`src/rtl/memory_stage_control.sv`:
```
// Memory-stage controller and M/W pipeline latch: issues lw/sw over a req/ack handshake, stalls while busy.
// Optional feature MEM_TIMEOUT_EN: abort an access after TIMEOUT cycles without ack and set a sticky error.
module memory_stage_control #(
   parameter int ADDR_W  = 12,
   parameter int TIMEOUT = 64
) (
   input  logic              clock,
   input  logic              reset,
   input  logic              valid_in,
   input  logic [31:0]       insn_in,
   input  logic [31:0]       alu_in,
   input  logic [31:0]       store_in,
   output logic              stall,
   output logic              mem_req,
   output logic              mem_we,
   output logic [ADDR_W-1:0] mem_addr,
   output logic [31:0]       mem_wdata,
   input  logic [31:0]       mem_rdata,
   input  logic              mem_ack,
   output logic              valid_out,
   output logic [31:0]       insn_out,
   output logic [31:0]       alu_out,
   output logic [31:0]       dmem_out,
   output logic              error
);

   typedef enum logic {IDLE, BUSY} state_t;

   localparam logic [4:0] OP_LW = 5'b01000;
   localparam logic [4:0] OP_SW = 5'b00111;

   state_t state, state_nx;

   logic [4:0] opcode;
   logic       is_lw, is_sw, memop;
   logic       timeout_hit;

   logic [31:0] held_insn, held_alu;
   logic        held_lw;
   logic        capture;

   logic              req_nx, we_nx, vld_nx;
   logic [ADDR_W-1:0] addr_nx;
   logic [31:0]       wdata_nx, insn_nx, alu_nx, dmem_nx;

   assign opcode = insn_in[31:27];
   assign is_lw  = (opcode == OP_LW);
   assign is_sw  = (opcode == OP_SW);
   assign memop  = valid_in & (is_lw | is_sw);

   always_ff @(posedge clock or negedge reset) begin
      if (!reset) state <= IDLE;
      else        state <= state_nx;
   end

   always_comb begin
      state_nx = state;
      case (state)
         IDLE:    if (memop) state_nx = BUSY;
         BUSY:    if (mem_ack || timeout_hit) state_nx = IDLE;
         default: state_nx = IDLE;
      endcase
   end

   // Output decode: stall plus next values for the request and M/W registers.
   always_comb begin
      stall    = 1'b0;
      capture  = 1'b0;
      req_nx   = 1'b0;
      we_nx    = mem_we;
      addr_nx  = mem_addr;
      wdata_nx = mem_wdata;
      vld_nx   = 1'b0;
      insn_nx  = '0;
      alu_nx   = '0;
      dmem_nx  = '0;
      case (state)
         IDLE: begin
            stall = memop;
            if (memop) begin
               capture  = 1'b1;
               req_nx   = 1'b1;
               we_nx    = is_sw;
               addr_nx  = alu_in[ADDR_W-1:0];
               wdata_nx = store_in;
            end else begin
               vld_nx  = valid_in;
               insn_nx = insn_in;
               alu_nx  = alu_in;
            end
         end
         BUSY: begin
            stall  = 1'b1;
            req_nx = 1'b1;
            if (mem_ack) begin
               req_nx  = 1'b0;
               vld_nx  = 1'b1;
               insn_nx = held_insn;
               alu_nx  = held_alu;
               dmem_nx = held_lw ? mem_rdata : 32'd0;
            end else if (timeout_hit) begin
               req_nx  = 1'b0;
               vld_nx  = 1'b1;
               insn_nx = held_insn;
               alu_nx  = held_alu;
            end
         end
         default: ;
      endcase
   end

   // Stage boundary: memory request and M/W latch
   always_ff @(posedge clock or negedge reset) begin
      if (!reset) begin
         mem_req   <= 1'b0;
         mem_we    <= 1'b0;
         mem_addr  <= '0;
         mem_wdata <= '0;
         valid_out <= 1'b0;
         insn_out  <= '0;
         alu_out   <= '0;
         dmem_out  <= '0;
      end else begin
         mem_req   <= req_nx;
         mem_we    <= we_nx;
         mem_addr  <= addr_nx;
         mem_wdata <= wdata_nx;
         valid_out <= vld_nx;
         insn_out  <= insn_nx;
         alu_out   <= alu_nx;
         dmem_out  <= dmem_nx;
      end
   end

   // Instruction parked while the access is outstanding
   always_ff @(posedge clock) begin
      if (capture) begin
         held_insn <= insn_in;
         held_alu  <= alu_in;
         held_lw   <= is_lw;
      end
   end

`ifdef MEM_TIMEOUT_EN
   localparam int CNT_W = (TIMEOUT > 1) ? $clog2(TIMEOUT) : 1;

   logic [CNT_W-1:0] wait_cnt;

   always_ff @(posedge clock or negedge reset) begin
      if (!reset)             wait_cnt <= '0;
      else if (state == IDLE) wait_cnt <= '0;
      else if (!mem_ack)      wait_cnt <= wait_cnt + 1'b1;
   end

   // An ack arriving on the final cycle takes priority over the abort.
   assign timeout_hit = (state == BUSY) && !mem_ack && (wait_cnt == CNT_W'(TIMEOUT - 1));

   always_ff @(posedge clock or negedge reset) begin
      if (!reset)           error <= 1'b0;
      else if (timeout_hit) error <= 1'b1;
   end
`else
   logic unused_timeout;

   assign unused_timeout = (TIMEOUT > 0);
   assign timeout_hit    = 1'b0;
   assign error          = 1'b0;
`endif

endmodule

```
`config.mk`:
```
export PLATFORM = sky130hd
export DESIGN_NAME = memory_stage_control
export DESIGN_NICKNAME = d
export VERILOG_FILES = /design/src/rtl/memory_stage_control.sv
export SDC_FILE = /design/constraint.sdc
export NUM_CORES = 1
export LEC_CHECK = 0
export BUFFER_PORTS_ARGS = -buffer_cell sky130_fd_sc_hd__buf_4
export CAP_MARGIN = 5
export CORE_MARGIN = 1
export CORE_UTILIZATION = 49
export CTS_CLUSTER_SIZE = 30
export DETAILED_ROUTE_END_ITERATION = 16
export PLACE_DENSITY_LB_ADDON = 0.2
export SLEW_MARGIN = 20
export SYNTH_ARGS = -nofsm -noshare
export SYNTH_HDL_FRONTEND = slang
export SYNTH_SLANG_ARGS = --single-unit
```
`constraint.sdc`:
```
create_clock -name clock -period 2.85 [get_ports clock]
set_input_delay 0.57 -clock clock [delete_from_list [all_inputs] [get_ports clock]]
set_output_delay 0.57 -clock clock [all_outputs]
set_load 0.05 [all_outputs]
```
* Yosys cells after proc, flatten, opt, wreduce, memory -nomap -nowiden
Cells that the tools add are included.
W data, S select, Z words.
** Word-level totals
- Input port bits :: 132
- Register bits :: 208
- Output and inout port bits :: 145
- Word-level logic and storage cells :: 34
** Cells by class
- Multiplexer cells :: 17
- Reductions and logical operators :: 1
- Bitwise logic cells :: 3
- Equality and inequality tests :: 2
** Operator list (count)
- $mux W32 :: 7
- $pmux W32 S2 :: 2
- $pmux W1 S2 :: 3
- $eq A5 B3 Y1 const B :: 1
- $eq A5 B4 Y1 const B :: 1
- $mux W1 :: 5
- $reduce_and A2 Y1 :: 1
- $and A1 B1 Y1 :: 1
- $not A1 Y1 :: 1
- $or A1 B1 Y1 :: 1

* Logic depth before layout (Yosys ltp)
Gate-level depths: netlist of the first run.
- Word-level depth :: 5
- Gate-level depth with buffers :: 6
- Gate-level depth less buffers :: 3

* Worst setup path before layout of the first run
Ideal clock, no wire load.
- Path kind :: in2reg
- Start point :: input insn_in[27]
- End point :: register held_alu[0] (enable)
- Arrival :: 2462 ps
- Path buffers :: 2
- Library setup time :: 396 ps
- Data required time :: 2454 ps
- Stages on the path :: 4
- Setup slack :: -9 ps
- Cell sequence :: or4b_4 > a211oi_2 > buf_2 > buf_2
** On the way
- Cells in the longest elaborated chain, start to end :: 5
- Elaborated cells between the ends (all ways) :: 6
- Those cells by class :: eq/ne: 2; mux: 2; bitwise: 2
** Ends and longest elaborated chain
- start, declared :: line 10 : input logic [31:0] insn_in,
- $eq A5 B4 Y1 or $eq A5 B3 Y1 (tied branches) :: line 47, 48
- $or A1 B1 Y1 * :: line 49 : assign memop = valid_in & (is_lw | is_sw);
- $and A1 B1 Y1 * :: line 49
- $mux W1 * :: line 80 : if (memop) begin
- $mux W1 * :: line 77 : case (state)
- net capture :: line 40 : logic capture;
- end signal, assigned :: line 139 : held_alu <= alu_in;
- end, declared :: line 38 : logic [31:0] held_insn, held_alu;
Mark *: on every way through the listed nets, which the timed path passes. The rest lies on a longest branch.
A chain may end at the register's enable or synchronous reset.

* Worst setup path in the final report of the first run
- Start point :: input insn_in[27]
- End point :: output stall
** On the way
- Cells in the longest elaborated chain, start to end :: 4
- Elaborated cells between the ends (all ways) :: 5
- Those cells by class :: eq/ne: 2; mux: 1; bitwise: 2
** Ends and longest elaborated chain
- $eq A5 B4 Y1 or $eq A5 B3 Y1 (tied branches) :: line 47, 48
- $or A1 B1 Y1 * :: line 49
- $and A1 B1 Y1 * :: line 49
- $pmux W1 S2 * :: line 77
- end, declared :: line 13 : output logic stall,
Every way passes the cells marked *; elsewhere a longest branch is shown, timed or not.

==> summary.txt, run 1 <==
Power
  – Maximum resistive drop on vdd: 0.589 mV
  – Pwr per Cell Area: 769 nW/µm²
  – Static leakage: 0.00502 µW

Critical path
  – Library cell contributing the largest single delay on the critical path: sky130_fd_sc_hd__or4b_4
  – Crit-path cells: buf_4 > or4b_4 > a21oi_1 > a21o_1 > buf_4
  – Worst R2R Path Depth: 4
  – Req. time, crit path: 2.28 ns
  – Top delay family on crit path: simple AND/OR/NAND/NOR gates
  – Most common cell type on the critical path: sky130_fd_sc_hd__buf_4
  – Buffers and inverters on the worst path: 2
  – Maximum fanout along the worst path: 4
  – Critical path class: in2out
  – CP arrival: 1.78 ns
  – Worst reg2reg setup slack: 0.99 ns
  – Reg2Reg Launch Point: mem_req
  – RR Endpoint: mem_wdata[11]
  – Category of the worst setup path launch point: input port
  – Type of element capturing the critical path: output port
  – Largest stage delay, worst path: 0.57 ns

Route
  – Total routed wirelength: 17.5 mm
  – DR vias: 5020
  – WL per Instance: 17.5 µm
  – Number of detailed-route iterations in the first pass: 10
  – DRC marker count from the first detailed-route iteration: 230
  – Remaining antenna violation count: 0
  – DRC violation count after routing: 23
  – Vias per std cell: 5.01

STA
  – Headroom to the max-slew limit: 44.6%
  – Setup Skew: 0.00554 ns
  – Total count of max-transition violations in the final report: 0
  – Setup TNS: 0 ns
  – Final Hold Violating Endpoints: 0
  – Worst hold slack: 0.0979 ns
  – Final setup fails: 0
  – Unrepaired setup endpoints after global routing: no
  – Final period utilization: 82.5%
  – Final critical path time including I/O delays and setup: 2.35 ns
  – Achievable Freq: 425 MHz
  – Transition time of the tightest slew-check pin: 0.831 ns

Floorplan
  – Vert. Die Dim: 125 µm
  – Floorplan die area: 15700 µm²
  – Horizontal extent of the die: 125 µm
  – Row count: 44
  – IO Pins: 277
  – Core Footprint: 14700 µm²
  – Starting utilization of the core area: 50.8%

Clocking
  – Setup bufs post-CTS: 0
  – Clock latency reported for the late side of the worst-skew pair: 0.49 ns
  – Number of gates resized after CTS: 0
  – H-Tree Level Count: 1
  – Clock sinks: 208
  – Number of hold-repair buffers added at the cts stage: 0
  – Reg clk slew, reported paths: 0.06 ns
  – Buffers from clock root to sink, at most: 3
  – CTS buffer count: 22
  – Cell at the root of the clock tree: sky130_fd_sc_hd__clkbuf_16
  – TritonCTS clock tree: done

Synthesis
  – Avg Inst Size Synth: 14.3 µm²
  – Post-synthesis sequential area ratio: 74.0%
  – Post-synth top area cell: sky130_fd_sc_hd__dfrtp_1
  – Yosys synthesis warning count: 0
  – Number of library cell types mapped by synthesis: 24
  – Count of state elements after synthesis: 208
  – Yosys top cell area share: 47.9%
  – Post-Synthesis Net Count: 656
  – Netlist area before placement: 7470 µm²
  – Number of instances in the synthesized netlist: 524
  – Ranking of synthesized cells by area: sky130_fd_sc_hd__dfrtp_1, sky130_fd_sc_hd__edfxtp_1, sky130_fd_sc_hd__nor2b_1

GRT
  – Overflow after GRT: 0
  – Vias in the first global route: 5258
  – Total Routing Usage GR: 22.6%
  – First-pass GRT wire length: 27.9 mm
  – Maximum number of pins on one net before global-route repair: 77
  – Antenna violations before repair: 0

Run status
  – Outcome: finished, violations left
  – Failing checks: design-rule violations

Min path
  – Worst min path class: in2async

Finish
  – # diodes: 0
  – Synth-to-Final Area Change: 39.9%
  – Net total in the final layout: 934
  – Share of layout cells above drive strength 1: 41.2%
  – Register Area: 5530 µm²
  – Count of filler cells inserted in the layout: 1062
  – Area of the multi-input gates: 1760 µm²
  – Final core occ: 71.1%

Placed design
  – Half-perimeter wire length after detailed placement: 12.0 mm
  – Final GP Congestion: 0.801
  – Number of buffers inserted by port buffering: 275

Flow run
  – Number of max-cap violations: 0
## synth_stat cells (all sizes together)
cell type and number:
o21ai 1, nand4b 1, a21oi 64, clkbuf 21, nand2b 2, dfrtp 143
o21bai 1, or4b 1, buf 13, inv 2, nor2 64, and3 32
a211oi 1, and2 1, mux2 45, nand2 1, a21o 2, edfxtp 65
nor2b 62, nand3 1, conb 1
## logic make-up after synthesis
family,after synthesis,synth area share (%)
AOI/OAI and AO/OA,69,4.82
muxes,45,6.78
DFF,208,74.0
and+or+nand+nor,165,11.8
other,1,0.0502
buffers and inverters,36,2.55
## through the flow
step	total power (µW)	cells	worst slack (ns)	area, µm²
6_report	8040	1001	0.499	10400
5_1_grt	8350	1001	0.462	10400
4_1_cts	8120	1001	0.497	10400
3_5_place_dp	5380	962	0.316	9740
3_3_place_gp	5350	962	0.370	9740
2_1_floorplan	4660	524	0.352	7470
## cells in the final DEF (no fill, tap or decap), types with 2 or more instances in the layout
cell,instances
sky130_fd_sc_hd__clkbuf_8,2
sky130_fd_sc_hd__mux2_1,30
sky130_fd_sc_hd__dfrtp_1,142
sky130_fd_sc_hd__nand2b_1,2
sky130_fd_sc_hd__clkinv_2,2
sky130_fd_sc_hd__buf_12,4
sky130_fd_sc_hd__a21oi_1,64
sky130_fd_sc_hd__a21o_1,2
sky130_fd_sc_hd__and3_1,32
sky130_fd_sc_hd__edfxtp_1,65
sky130_fd_sc_hd__clkbuf_1,9
sky130_fd_sc_hd__nor2_1,64
sky130_fd_sc_hd__mux2_2,15
sky130_fd_sc_hd__clkbuf_16,25
sky130_fd_sc_hd__nor2b_1,62
sky130_fd_sc_hd__buf_4,283
sky130_fd_sc_hd__inv_1,2
## worst max-delay path by stage
stage                 from  slack (ns)       endpoint  cells past startpoint
6_report       insn_in[27]        0.50          stall                      5
5_1_grt        insn_in[27]        0.46          stall                      5
4_1_cts        insn_in[27]        0.50          stall                      5
3_5_place_dp   insn_in[27]        0.32  mem_wdata[23]                      5
3_3_place_gp   insn_in[27]        0.37  mem_wdata[31]                      5
2_1_floorplan  insn_in[27]        0.35    held_alu[0]                      4
## power breakdown
group | switching, µW | internal, µW | total (µW) | leakage [µW]
Combinational | 1250 | 603 | 1850 | 0.00231
Sequential | 122 | 3350 | 3470 | 0.00237
Clock | 1080 | 1650 | 2720 | 0.000345
Total | 2450 | 5590 | 8040 | 0.00502
## registers in the layout, summed over array words and instances, names as in the netlist, 12 cells and up
register,count
mem_addr,12
mem_wdata,32
held_alu,32
dmem_out,32
insn_out,32
held_insn,32
alu_out,32
## routing by layer
layer / wire length (µm) / global-route usage, % / vias up
met3: 1470 / 5.82 / 30
met1: 6590 / 26.7 / 2454
met5: 0 / 0 / -
met4: 386 / 6.89 / 0
li1: - / - / 2335
met2: 9030 / 40.4 / 201
## layout make-up
cell class,count,share of cell area (%)
flip-flops and latches,208,52.9
clock inverters,3,0.156
multi-input cells,280,16.8
clock buffers,36,6.57
repair buffers,288,21.2
well taps,184,2.20
inverters,2,0.0719
Power figures use the tool's default switching activity.
==> run 2: changes to the inputs <==
Settings changed: CORE_UTILIZATION 49 to 44.
Clock period 2.85 ns to 2 ns, I/O delays scaled along.
==> run 2 against run 1 <==
The run ends with negative setup slack left. Sequential share of layout area decreased by 1.9 points. Worst setup slack got worse by 0.54 ns. Clock power increased by 42%. Clock-buffer cell count decreased by 9. Die area increased by 11%. Cell count increased by 7.2%. Sequential power increased by 43%. Critical path depth increased by 3. Critical path type unchanged. Critical endpoint unchanged. Largest power group unchanged. Highest routed layer unchanged.
==> summary.txt, run 2 (synthesis results as in run 1) <==
Run status
  – Outcome: finished, violations left
  – Failing checks: negative setup slack

STA
  – Fin worst setup slack: -0.0393 ns (-0.538 ns)
  – Total count of max-transition violations in the final report: 0 (unchanged)
  – Final Hold Violating Endpoints: 0 (unchanged)
  – Final critical path time including I/O delays and setup: 2.04 ns
  – Setup Skew: 0.00878 ns (+0.00324 ns)
  – Achievable Freq: 490 MHz
  – Unrepaired setup endpoints after global routing: yes
  – Final period utilization: 102%
  – Final setup fails: 1 (+1)
  – Transition time of the tightest slew-check pin: 0.816 ns (-0.0151 ns)
  – Setup TNS: -0.0393 ns (-0.0393 ns)
  – Headroom to the max-slew limit: 45.6% (+1.0 points)

Min path
  – Hold-critical path endpoint: held_insn[23]
  – Worst min path class: in2reg
  – Worst Hold Launch: insn_in[23]
  – Hold path depth: 1

Critical path
  – Worst reg2reg setup slack: 0.30 ns (-0.69 ns)
  – Maximum fanout along the worst path: 2 (-2)
  – Category of the worst setup path launch point: input port
  – Largest stage delay, worst path: 0.25 ns (-0.32 ns)
  – Top delay family on crit path: buffers and inverters
  – CP arrival: 1.64 ns (-0.14 ns)
  – Critical path class: in2out
  – Reg2Reg Launch Point: mem_req
  – Buffers and inverters on the worst path: 5 (+3)
  – Worst R2R Path Depth: 5 (+1)
  – Library cell contributing the largest single delay on the critical path: sky130_fd_sc_hd__nand4b_1
  – Req. time, crit path: 1.60 ns (-0.68 ns)
  – Crit-path cells: buf_6 > buf_6 > nand4b_1 > buf_4 > a21oi_4 > buf_6 > a21o_1 > buf_6
  – Type of element capturing the critical path: output port
  – Most common cell type on the critical path: sky130_fd_sc_hd__buf_6
  – RR Endpoint: mem_addr[5]

Placed design
  – Number of buffers inserted by port buffering: 275 (unchanged)
  – Final GP Congestion: 0.818 (+2.1%)
  – Area after detailed placement: 9980 µm² (+2.4%)
  – Total placed cells including tap cells: 1018 (+5.8%)
  – Half-perimeter wire length after detailed placement: 12.7 mm (+6.3%)

Finish
  – Area of all placed cells without fillers: 10800 µm² (+3.8%)
  – Commonest non-fill, non-tap cell in the layout: sky130_fd_sc_hd__buf_4
  – Final core occ: 65.4% (-5.7 points)
  – Net total in the final layout: 969 (+3.7%)
  – # diodes: 0 (unchanged)
  – Share of layout cells above drive strength 1: 44.1% (+2.8 points)
  – Synth-to-Final Area Change: 45.1%
  – Count of filler cells inserted in the layout: 1233 (+16%)
  – Final instance count without filler cells: 1073 (+7.2%)
  – Most used cells in the layout excluding fill and tap cells: sky130_fd_sc_hd__buf_4, sky130_fd_sc_hd__dfrtp_1, sky130_fd_sc_hd__edfxtp_1, sky130_fd_sc_hd__nor2_1, sky130_fd_sc_hd__a21oi_1

Floorplan
  – Row count: 47 (+6.8%)
  – Starting utilization of the core area: 45.0% (-5.8 points)
  – Horizontal extent of the die: 132 µm (+5.4%)
  – IO Pins: 277 (unchanged)
  – Core Footprint: 16600 µm² (+13%)
  – Floorplan die area: 17500 µm² (+11%)
  – Vert. Die Dim: 132 µm (+5.4%)

Route
  – DRC marker count from the first detailed-route iteration: 198 (-14%)
  – Total routed wirelength: 17.9 mm (+2.5%)
  – Remaining antenna violation count: 0 (unchanged)
  – DR vias: 5171 (+3.0%)
  – WL per Instance: 16.7 µm (-4.4%)
  – Number of detailed-route iterations in the first pass: 4 (-6)
  – Vias per std cell: 4.82 (-3.9%)
  – DRC violation count after routing: 0 (-100%)

GRT
  – Vias in the first global route: 5352 (+1.8%)
  – Maximum number of pins on one net before global-route repair: 44 (-43%)
  – Total Routing Usage GR: 20.3% (-2.3 points)
  – First-pass GRT wire length: 28.1 mm (+0.79%)
  – Antenna violations before repair: 0 (unchanged)
  – Overflow after GRT: 0 (unchanged)

Clocking
  – Clock latency reported for the late side of the worst-skew pair: 0.49 ns (about the same)
  – Cell at the root of the clock tree: sky130_fd_sc_hd__clkbuf_16
  – Clock sinks: 208 (unchanged)
  – Buffers from clock root to sink, at most: 3 (unchanged)
  – CTS buffer count: 22 (unchanged)
  – Reg clk slew, reported paths: 0.06 ns (about the same)
  – H-Tree Level Count: 1 (unchanged)
  – TritonCTS clock tree: done

Flow run
  – Number of max-cap violations: 0 (unchanged)

Power
  – Maximum resistive drop on vdd: 0.688 mV (+17%)
  – Pwr per Cell Area: 1060 nW/µm² (+38%)
  – Power Total: 11500 µW (+43%)
  – Static leakage: 0.00523 µW (+4.0%)
## run 2: where the power goes
group	internal (µW)	switching, µW	total [µW]
sequential	4770	178	4950
combinational	897	1790	2690
clock	2270	1590	3850
total	7930	3560	11500
## run 2: area by class of cell
class / instances / area (µm²) / share of cell area [%]
Timing Repair Buffer: 323 / 2560 / 23.6
Clock inverter: 13 / 92.6 / 0.854
Tap cell: 220 / 275 / 2.54
Sequential cell: 208 / 5530 / 51.0
Inverter: 2 / 7.51 / 0.0692
Multi-Input combinational cell: 280 / 1770 / 16.3
Clock buffer: 27 / 601 / 5.54
## run 2: worst max path at each step
stage,startpoint,endpoint,slack [ns],cells after the start
after floorplan,insn_in[27],held_alu[0],0.02,4
after global placement,insn_in[27],mem_addr[10],-0.15,6
after detailed placement,insn_in[27],mem_addr[2],-0.18,6
after CTS,insn_in[28],valid_out,0.02,17
after global routing,insn_in[30],stall,-0.1,8
final,insn_in[30],stall,-0.04,8
## run 2: through the flow
step / hold WS, ns / setup WS (ns)
global route: 0.0717 / -0.0985
detailed placement: 0.320 / -0.176
floorplan: 0.104 / 0.0239
CTS: 0.0748 / 0.0198
global placement: 0.320 / -0.148
finish: 0.0937 / -0.0393
## run 2: routing by layer
metal / vias up / part of all wire, % / global-route usage (%)
li1: 2407 / - / -
met1: 2545 / 39 / 24.2
met2: 185 / 52 / 36.7
met3: 34 / 7.0 / 4.96
met4: 0 / 2.1 / 5.30
met5: - / 0 / 0
## run 2: timing repair
action,in CTS,in global routing
resized for setup,3,11
setup buffers,11,5
hold endpoints to repair,30,0
hold buffers,1,0
pin swaps,3,5
setup endpoints to repair,1,1
cloned,0,0
## run 2: worst register-to-register path: stages, from the launching register on
cell	delay, ns
sky130_fd_sc_hd__dfrtp_2	0.41
sky130_fd_sc_hd__nand2b_1	0.19
sky130_fd_sc_hd__a211oi_4	0.24
sky130_fd_sc_hd__buf_4	0.18
sky130_fd_sc_hd__buf_12	0.19
sky130_fd_sc_hd__mux2_2	0.37
